===== src/rtl/butterfly_injector.sv =====
`default_nettype none
// ============================================================================
// Module      : butterfly_injector
// Description : Endpoint-side injection FIFO that formats payloads into
//               butterfly network packets and presents them to a level-0 node.
// Revision    : 1.0 - initial release
// ============================================================================
module butterfly_injector #(
    parameter logic [3:0] SRC_ID = 4'd0,
    parameter int         DEPTH  = 4
) (
    input  logic        clk,
    input  logic        rst,
    input  logic        in_valid,
    output logic        in_ready,
    input  logic [29:0] in_data,
    input  logic [3:0]  in_dest,
    output logic        out_valid,
    input  logic        out_ready,
    output logic [40:0] out_packet,
    output logic        out_channel,
    output logic [3:0]  fill,
    output logic [15:0] sent_cnt
);

    localparam int AW = $clog2(DEPTH);

    // Storage holds {data, dest}; source and level are constant and added on read.
    logic [33:0]   mem [DEPTH];
    logic [AW-1:0] wr_ptr;
    logic [AW-1:0] rd_ptr;
    logic [3:0]    fill_next;
    logic [33:0]   head;
    logic          push;
    logic          pop;

    assign in_ready  = (fill < 4'(DEPTH)) && !rst;
    assign out_valid = (fill != 4'd0);
    assign push      = in_valid && in_ready;
    assign pop       = out_valid && out_ready;
    assign fill_next = fill + {3'b000, push} - {3'b000, pop};

    always_ff @(posedge clk) begin
        if (rst) begin
            fill     <= 4'd0;
            wr_ptr   <= '0;
            rd_ptr   <= '0;
            sent_cnt <= 16'd0;
        end else begin
            fill <= fill_next;
            if (push) begin
                wr_ptr <= wr_ptr + AW'(1);
            end
            if (pop) begin
                rd_ptr   <= rd_ptr + AW'(1);
                sent_cnt <= sent_cnt + 16'd1;
            end
        end
    end

    always_ff @(posedge clk) begin
        if (push) begin
            mem[wr_ptr] <= {in_data, in_dest};
        end
    end

    // Output comes only from stored head state, so no in_* to out_* path exists.
    assign head        = mem[rd_ptr];
    assign out_packet  = out_valid ? {head[33:4], SRC_ID, head[3:0], 3'd0} : 41'd0;
    assign out_channel = out_valid & (SRC_ID[0] ^ head[0]);

endmodule
`default_nettype wire


===== config.mk =====
export PLATFORM = sky130hd
export DESIGN_NAME = butterfly_injector
export DESIGN_NICKNAME = d
export VERILOG_FILES = /design/src/rtl/butterfly_injector.sv
export SDC_FILE = /design/constraint.sdc
export NUM_CORES = 1
export LEC_CHECK = 0
export CAP_MARGIN = 20
export CORE_ASPECT_RATIO = 0.75
export CORE_UTILIZATION = 57
export DETAILED_ROUTE_END_ITERATION = 10
export PLACE_DENSITY = 0.84
export SLEW_MARGIN = 25
export SYNTH_ARGS = -nofsm -noshare
export SYNTH_HDL_FRONTEND = slang
export SYNTH_SLANG_ARGS = --single-unit

===== constraint.sdc =====
create_clock -name clk -period 6.2 [get_ports clk]
set_input_delay 0.62 -clock clk [delete_from_list [all_inputs] [get_ports clk]]
set_output_delay 0.62 -clock clk [all_outputs]
set_load 0.1 [all_outputs]

==> out/metrics.csv, run 1 <==
stage,metric,value,unit
logic_synthesis,area share of the largest cell type after synthesis,0.6338,
logic_synthesis,ys async rst share,0,
final_layout,share of post-route cells with drive strength above 1,0.1614,
global_route,number of global-route vias before repair,3455,
logic_synthesis,Mapped Cells,368,
clock_network,Clock Tree Buf Depth,2,
route,via count,3432,
hold_path,HP Class,reg -> reg,
global_route,initial antenna violation count,0,
setup_path,CP required,5.58,ns
clock_network,CTS resizes,0,
logic_synthesis,largest family of logic cells by synthesized area,multiplexers,
setup_path,crit path kind,in -> out,
logic_synthesis,XOR/XNOR Fraction of Synth Area,0.01631,
final_layout,# diodes,0,
global_route,first-pass GRT wire length,18490,um
placed_design,area of placed instances,0.007472,mm2
logic_synthesis,Yosys reg bits,162,
global_route,"Remaining Overflow, GRT",0,
route,total wire length,11820,um
sta,Slew headroom,0.3326,
placed_design,port bufs,94,
final_layout,area of the multi-input gates,0.001693,mm2
clock_network,CTS buffer count,17,
route,TritonRoute pass-1 iters,8,
flow_run,Max Cap Violations,0,
logic_synthesis,Post-synth top cells,"edfxtp_1 (136), and2_1 (35), mux4_2 (34)",
clock_network,CTS Hold Buffers Added,0,
final_layout,synth-to-layout area growth,24.89,%
logic_synthesis,most common cell in the synthesized netlist,edfxtp_1,
route,DRC Markers,17,
clock_network,H-Tree Depth,4,
sta,final setup fails,0,
final_layout,fin nets,513,
setup_path,CP endpoint kind,output port,
route,Iter 0 DRT Violations,268,
placed_design,routability cong.,0.7196,
clock_network,clk sinks,162,
sta,worst clock skew,0.008378,ns
status,failing checks,DRC,
sta,worst slew pin tran,0.9980,ns
final_layout,Util after Layout,0.7327,
final_layout,Fillers,668,
logic_synthesis,post-synthesis adder-cell area fraction,0.02252,
final_layout,register area,0.004607,mm2
logic_synthesis,number of flops mapped to enable cells by yosys,136,
logic_synthesis,post-synthesis simple-gate area fraction,0.08369,
sta,Final Hold Viols,0,
logic_synthesis,distinct cell type count after synthesis,36,
sta,minimum clock period,3.842,ns
die,Std-Cell Rows,33,
route,vias per cell,5.562,
logic_synthesis,mux cell area share after synthesis,0.1206,
sta,fin. max-slew vios,0,
sta,RSZ-0062 raised after global routing,false,
logic_synthesis,Synth area leaders,"edfxtp_1 (63%), mux4_2 (12%), dfxtp_1 (8.1%)",
sta,final period utilization,0.6197,
logic_synthesis,syn avg cell area,17.51,um2
logic_synthesis,Synth Warn #,0,
placed_design,DP Wirelength,6689,um
logic_synthesis,Yosys top cell by area,edfxtp_1,
setup_path,cells on worst reg2reg path,13,
logic_synthesis,post-synthesis sequential area ratio,0.7146,
die,Die ar.,0.01174,mm2
status,status,"complete, but fails checks",
clock_network,CTS tree,yes,
clock_network,CTS root buf,clkbuf_16,
setup_path,crit-path max FO,27,
die,Die W,124.8,um
global_route,GRT Resource Usage Total,0.2196,
setup_path,Worst EP arrival,3.22,ns
route,DR WL/cell,19.16,um
sta,fmax,0.2603,GHz
hold_path,hold path cells,2,
sta,Setup TNS,0,ns
logic_synthesis,Synth Flop Type,edfxtp_1,
die,I/O pins,102,
logic_synthesis,Compound-Gate Fraction of Synth Area,0.01476,
route,Routed Antenna Nets,0,
final_layout,final instance area,0.008048,mm2
clock_network,# Post-CTS Setup Buffers,0,
die,Initial Util,0.5867,
die,Die Height,94.08,um
sta,fin worst setup slack,2.358,ns
die,area of the core,0.01098,mm2
logic_synthesis,Post-Synthesis Cell Area,0.006444,mm2
global_route,largest net degree at the start of global routing,41,
clock_network,Worst-Skew Late Latency,0.42,ns
clock_network,"Clk pin slew, worst setup/hold paths",0.07,ns
placed_design,dpl ws,2.381,ns
setup_path,Startpoint Class,primary input,
-- flip-flops by register name, summed over array words and instances, names as in the netlist, named ones only --
name	flops
fill	4
mem	136
wr_ptr	2
sent_cnt	16
rd_ptr	2
-- routing by layer --
metal,vias up,routed length (um),track usage
met3,13,642,0.06093
li1,1580,-,-
met5,-,0,0
met2,104,5762,0.3535
met4,0,133,0.09053
met1,1735,5285,0.2862
-- final timing paths --
check / end / from / slack [ns]
worst min-delay path: sent_cnt[15] / sent_cnt[15] / 0.49
worst min register to register: sent_cnt[15] / sent_cnt[15] / 0.49
worst max register to register: fill[3] / fill[2] / 3.35
worst max-delay path: in_ready / rst / 2.36
-- worst max-delay path, cell delays in order --
cell and delay (ns):
clkdlybuf4s50_1 0.89, nor2b_1 0.50, clkdlybuf4s50_1 1.21
-- per-stage QoR --
step                      hold slack [ns]  cells
final                              0.4888    617
after global routing               0.5156    617
after CTS                          0.4944    617
after detailed placement           0.4812    585
after global placement             0.4641    585
after floorplan                    0.4847    374
-- final cells by class --
class                   instances  share of cell area
flip-flops and latches        162              0.5725
multi-input cells             175              0.2104
repair buffers                 95              0.1178
clock buffers                  18             0.05333
well taps                     140             0.02177
clock inverters                14             0.01819
inverters                      13            0.006063
-- cell usage in the layout, fill, tap and decap left out, types with 3 or more instances in the layout --
cell and instances:
mux4_2 34, or3_1 5, nor2_1 15, conb_1 7, o31ai_1 3, ha_1 10, xor2_1 5, edfxtp_1 136
and3_2 4, inv_8 3, o21ai_0 4, a21oi_1 9, nor2b_1 3, inv_6 4, nand4_1 3, xnor2_1 7
clkinvlp_4 4, clkbuf_16 17, dfxtp_1 24, clkdlybuf4s50_1 94, and2_1 35, nand3_1 6, nand2_1 8, inv_1 12
-- kinds of logic (layout without fill, tap and decap cells) --
logic type,count (synthesis),in the layout
buffers and inverters,37,140
AOI/OAI and AO/OA,17,17
other,1,7
DFF,162,162
adders and majority gates,11,11
muxes,35,35
and+or+nand+nor,93,93
xor gates and xnor gates,12,12
Power of run 1 is left out: the tool's default activity adds up to more than one toggle a clock period on the data nets, which glitch-free logic cannot reach.
==> inputs of run 2 (changes only) <==
- CORE_UTILIZATION: 57 -> 53
- PLACE_DENSITY: 0.84 -> 0.79
- clock period: 6.2 -> 3.7 ns (I/O delays scaled with it)
==> out/metrics.csv, run 2 (synthesis results as in run 1) <==
stage,metric,value,unit,change
die,Initial Util,0.5508,,-0.03589
die,Std-Cell Rows,34,,+3.0%
global_route,Most Crowded Layer GR,met2,,
clock_network,CTS resizes,0,,unchanged
sta,final period utilization,0.7432,,
global_route,grt met3 use,0.06938,,+0.008449
final_layout,post-route insts no fill,641,,+3.9%
clock_network,H-Tree Depth,4,,unchanged
clock_network,CTS tree,yes,,
sta,Setup TNS,0,ns,unchanged
placed_design,area of placed instances,0.007437,mm2,-0.47%
final_layout,# diodes,0,,unchanged
status,status,finished clean,,
route,DRC Markers,0,,-17
setup_path,Crit path max-delay family,flip-flops,,
sta,fin. max-slew vios,0,,unchanged
setup_path,Startpoint Class,flop,,
final_layout,synth-to-layout area growth,25.32,%,
clock_network,clk sinks,162,,unchanged
hold_path,Hold EP,sent_cnt[15],,
sta,Final Hold Viols,0,,unchanged
sta,minimum clock period,2.750,ns,
final_layout,fin nets,515,,+0.39%
final_layout,Largest register FFs,136,,unchanged
final_layout,Util after Layout,0.6903,,-0.04247
route,total wire length,11970,um,+1.2%
setup_path,CP max stage delay,0.72,ns,-0.49 ns
clock_network,Worst-Skew Late Latency,0.41,ns,about the same
route,DR WL/cell,18.67,um,-2.6%
final_layout,most frequent cells in the layout,"edfxtp_1 (136), clkdlybuf4s50_1 (57), buf_4 (39)",,
route,Iter 0 DRT Violations,208,,-22%
clock_network,CTS root buf,clkbuf_16,,
setup_path,Critical R2R Launch,fill[2],,
global_route,first-pass GRT wire length,18600,um,+0.59%
route,via count,3439,,+0.20%
die,Die W,129.3,um,+3.6%
flow_run,Max Cap Violations,0,,unchanged
setup_path,cells on worst reg2reg path,13,,unchanged
global_route,GRT Resource Usage Total,0.2056,,-0.01406
clock_network,CTS Hold Buffers Added,0,,unchanged
die,Die Height,97.49,um,+3.6%
clock_network,CTS buffer count,17,,unchanged
clock_network,Clock Tree Buf Depth,2,,unchanged
setup_path,Bufs and invs on worst path,2,,unchanged
global_route,"Remaining Overflow, GRT",0,,unchanged
route,Routed Antenna Nets,0,,unchanged
die,I/O pins,102,,unchanged
setup_path,r2r endpoint,fill[2],,
setup_path,cells along the critical path,buf_12 -> mux4_2 -> and2_1 -> buf_4,,
global_route,initial antenna violation count,0,,unchanged
placed_design,routability cong.,0.7865,,+9.3%
placed_design,port bufs,94,,unchanged
final_layout,share of post-route cells with drive strength above 1,0.2380,,+0.07657
sta,Slew headroom,0.3474,,+0.01486
placed_design,DP Wirelength,7159,um,+7.0%
route,TritonRoute pass-1 iters,4,,-4
sta,fmax,0.3636,GHz,
setup_path,crit path kind,reg -> out,,
global_route,number of global-route vias before repair,3512,,+1.6%
final_layout,final instance area,0.008075,mm2,+0.34%
route,vias per cell,5.365,,-3.5%
hold_path,HP Class,reg -> reg,,
global_route,met2 GRT Util,0.3288,,-0.02468
final_layout,Largest Register,mem,,
setup_path,CP max-delay cell,dfxtp_2,,
final_layout,Regs by FF count,"mem (136), sent_cnt (16), fill (4)",,
final_layout,Fillers,769,,+15%
clock_network,# Post-CTS Setup Buffers,0,,unchanged
sta,RSZ-0062 raised after global routing,false,,
placed_design,Placed Instances,609,,+4.1%
final_layout,"commonest non-fill, non-tap cell in the layout",edfxtp_1,,
die,Die ar.,0.01261,mm2,+7.4%
die,area of the core,0.01170,mm2,+6.5%
global_route,largest net degree at the start of global routing,40,,-2.4%
sta,final setup fails,0,,unchanged
clock_network,"Clk pin slew, worst setup/hold paths",0.07,ns,about the same
hold_path,hold path cells,2,,unchanged
setup_path,crit-path max FO,19,,-30%
setup_path,CP required,3.33,ns,-2.25 ns
sta,worst clock skew,0.01180,ns,+0.003426 ns
sta,worst slew pin tran,0.9758,ns,-0.02222 ns
setup_path,Worst EP arrival,2.38,ns,-0.84 ns
global_route,routing usage on met1,0.2653,,-0.02096
setup_path,CP endpoint kind,output port,,
hold_path,Hold Startpoint,sent_cnt[15],,
setup_path,flop-to-flop setup slack,1.21,ns,-2.14 ns
-- run 2: changes by cell type in the layout (fill, tap and decap cells not counted), moves of 2 or more --
| cell | before | now |
|---|---|---|
| inv_6 | 4 | 2 |
| bufinv_16 | 1 | 5 |
| clkinvlp_4 | 4 | 2 |
| inv_8 | 3 | 0 |
| clkdlybuf4s50_1 | 94 | 57 |
| clkinv_2 | 0 | 2 |
| buf_4 | 1 | 39 |
| clkinv_1 | 0 | 2 |
-- run 2: cell type report --
class	count	area [um2]	share of cell area
inverter	13	48.80	0.006043
timing repair buffer	97	883.3	0.1094
clock inverter	14	209.0	0.02588
clock buffer	18	429.2	0.05315
sequential	162	4607	0.5705
multi-input combinational	175	1695	0.2099
tap	162	202.7	0.02510
-- run 2: per-layer routing --
| layer | routed length, um | share of wire |
|---|---|---|
| met1 | 5202 | 0.43 |
| met2 | 5968 | 0.50 |
| met3 | 742 | 0.062 |
| met4 | 56 | 0.0047 |
| met5 | 0 | 0 |
-- run 2: per-stage QoR --
stage / worst slack [ns] / hold WS (ns)
after CTS: 0.8612 / 0.4877
after floorplan: 0.2244 / 0.4689
after global routing: 0.7904 / 0.5060
after global placement: 1.178 / 0.4658
after detailed placement: 1.106 / 0.4776
final: 0.9501 / 0.4864
-- run 2: worst max-delay path by stage --
stage                     cells after the start  slack [ns]            end
after floorplan                               7        0.22  out_packet[3]
after global placement                       11        1.18        fill[2]
after detailed placement                     11        1.11        fill[2]
after CTS                                     4        0.86  out_packet[3]
after global routing                          4        0.79    out_channel
final                                         4        0.95  out_packet[3]
-- run 2: worst register-to-register path: stages, from the launching register on --
cell     delay, ns
dfxtp_1       0.32
inv_1         0.08
ha_1          0.16
nor3b_4       0.35
inv_1         0.10
nand2_1       0.17
inv_1         0.07
ha_1          0.27
inv_1         0.06
ha_1          0.15
inv_1         0.06
fa_1          0.38
xor2_1        0.16
nor2_1        0.05
Power of run 2 is left out for the same reason.
==> inputs of run 3 (changes only) <==
- CORE_UTILIZATION: 53 -> 48
- PLACE_DENSITY: 0.79 -> 0.75
- clock period: 3.7 -> 2.45 ns (I/O delays scaled with it)
==> out/metrics.csv, run 3 (synthesis results as in run 1) <==
stage,metric,value,unit,change
clock_network,CTS buffer count,17,,unchanged
route,DRC Markers,0,,unchanged
sta,worst clock skew,0.01264,ns,+0.0008346 ns
setup_path,CP endpoint kind,output port,,
placed_design,Placed Instances,625,,+2.6%
route,vias per cell,5.261,,-1.9%
sta,Final Hold Viols,0,,unchanged
final_layout,Regs by FF count,"mem (136), sent_cnt (16), fill (4)",,
die,area of the core,0.01306,mm2,+12%
route,TritonRoute pass-1 iters,4,,unchanged
clock_network,Clock Tree Buf Depth,2,,unchanged
die,I/O pins,102,,unchanged
clock_network,H-Tree Depth,4,,unchanged
setup_path,Worst EP arrival,2.05,ns,-0.33 ns
flow_run,Max Cap Violations,0,,unchanged
sta,fin worst setup slack,0.1572,ns,-0.7928 ns
die,Initial Util,0.4933,,-0.05751
sta,RSZ-0062 raised after global routing,false,,
final_layout,Fillers,876,,+14%
route,via count,3462,,+0.67%
sta,Setup TNS,0,ns,unchanged
global_route,initial antenna violation count,0,,unchanged
setup_path,crit-path max FO,39,,+20
sta,fin. max-slew vios,0,,unchanged
route,total wire length,11460,um,-4.2%
die,Die W,135.8,um,+5.0%
placed_design,DP Wirelength,6891,um,-3.7%
clock_network,Worst-Skew Late Latency,0.42,ns,about the same
setup_path,CP required,2.20,ns,-1.13 ns
clock_network,clk sinks,162,,unchanged
global_route,largest net degree at the start of global routing,40,,unchanged
clock_network,CTS root buf,clkbuf_16,,
route,Iter 0 DRT Violations,132,,-37%
final_layout,area of the multi-input gates,0.001784,mm2,+5.2%
setup_path,flop-to-flop setup slack,0.22,ns,-0.99 ns
final_layout,synth-to-layout area growth,34.17,%,
clock_network,CTS tree,yes,,
placed_design,port bufs,94,,unchanged
final_layout,register area,0.004617,mm2,+0.22%
setup_path,Startpoint Class,flop,,
die,Std-Cell Rows,36,,+5.9%
final_layout,Largest register FFs,136,,unchanged
global_route,"Remaining Overflow, GRT",0,,unchanged
status,status,finished clean,,
final_layout,Largest Register,mem,,
die,Die ar.,0.01390,mm2,+10%
global_route,first-pass GRT wire length,17970,um,-3.4%
clock_network,CTS Hold Buffers Added,0,,unchanged
route,Routed Antenna Nets,0,,unchanged
hold_path,HP Class,in -> reg,,
sta,fmax,0.4362,GHz,
sta,minimum clock period,2.293,ns,
final_layout,most frequent cells in the layout,"edfxtp_1 (136), buf_12 (42), clkdlybuf4s50_1 (37)",,
global_route,GRT Resource Usage Total,0.1786,,-0.02694
sta,final setup fails,0,,unchanged
setup_path,crit path kind,reg -> out,,
sta,final period utilization,0.9358,,
die,Die Height,102.3,um,+5.0%
final_layout,post-route insts no fill,658,,+2.7%
final_layout,"commonest non-fill, non-tap cell in the layout",edfxtp_1,,
global_route,number of global-route vias before repair,3490,,-0.63%
final_layout,Util after Layout,0.6619,,-0.02839
placed_design,dpl ws,0.09047,ns,-1.016 ns
placed_design,routability cong.,0.7193,,-8.5%
final_layout,# diodes,0,,unchanged
final_layout,share of post-route cells with drive strength above 1,0.3881,,+0.1501
clock_network,"Clk pin slew, worst setup/hold paths",0.07,ns,about the same
final_layout,fin nets,523,,+1.6%
route,DR WL/cell,17.42,um,-6.7%
run 3: changes by cell type in the layout (fill, tap and decap cells not counted), sizes merged:
| cell | previous run | this run |
|---|---|---|
| buf | 40 | 68 |
| bufinv | 5 | 0 |
| clkdlybuf4s50 | 57 | 37 |
| clkinv | 5 | 2 |
| clkinvlp | 2 | 5 |
| inv | 15 | 20 |
run 3: area by class of cell:
type	instances	area share
clock inverter	14	0.01664
timing repair buffer	105	0.1627
multi-input combinational	175	0.2064
inverter	13	0.005933
clock buffer	18	0.04964
tap	171	0.02475
sequential	162	0.5340
run 3: layer usage:
layer,GRT usage,share of wire
met2,0.2912,0.50
met1,0.2317,0.44
met5,0,0
met4,0.06050,0.0081
met3,0.05208,0.056
run 3: per-stage QoR:
| step | hold slack, ns | cell area [um2] |
|---|---|---|
| final | 0.4571 | 8646 |
| after global routing | 0.4486 | 8646 |
| after CTS | 0.4432 | 8638 |
| after detailed placement | 0.4796 | 8065 |
| after global placement | 0.4672 | 8065 |
| after floorplan | 0.3439 | 6576 |
run 3: worst paths after layout:
check               start       endpoint  cells past startpoint
max reg2reg       fill[3]        fill[1]                     12
min           in_data[22]     mem[2][26]                      1
min reg2reg  sent_cnt[15]   sent_cnt[15]                      2
max               fill[2]  out_packet[3]                      7
run 3: repair_timing:
item | 4_1_cts | 5_1_grt
setup endpoints to repair | 0 | 38
resized for setup | 0 | 0
hold endpoints to repair | 0 | 0
setup buffers | 0 | 1
run 3: worst max-delay path, stage by stage (launching register included):
cell	delay, ns
dfxtp_4	0.36
inv_4	0.04
ha_4	0.15
nor3b_4	0.15
inv_1	0.08
buf_4	0.37
and2_2	0.30
buf_12	0.19
Power of run 3 is left out for the same reason.
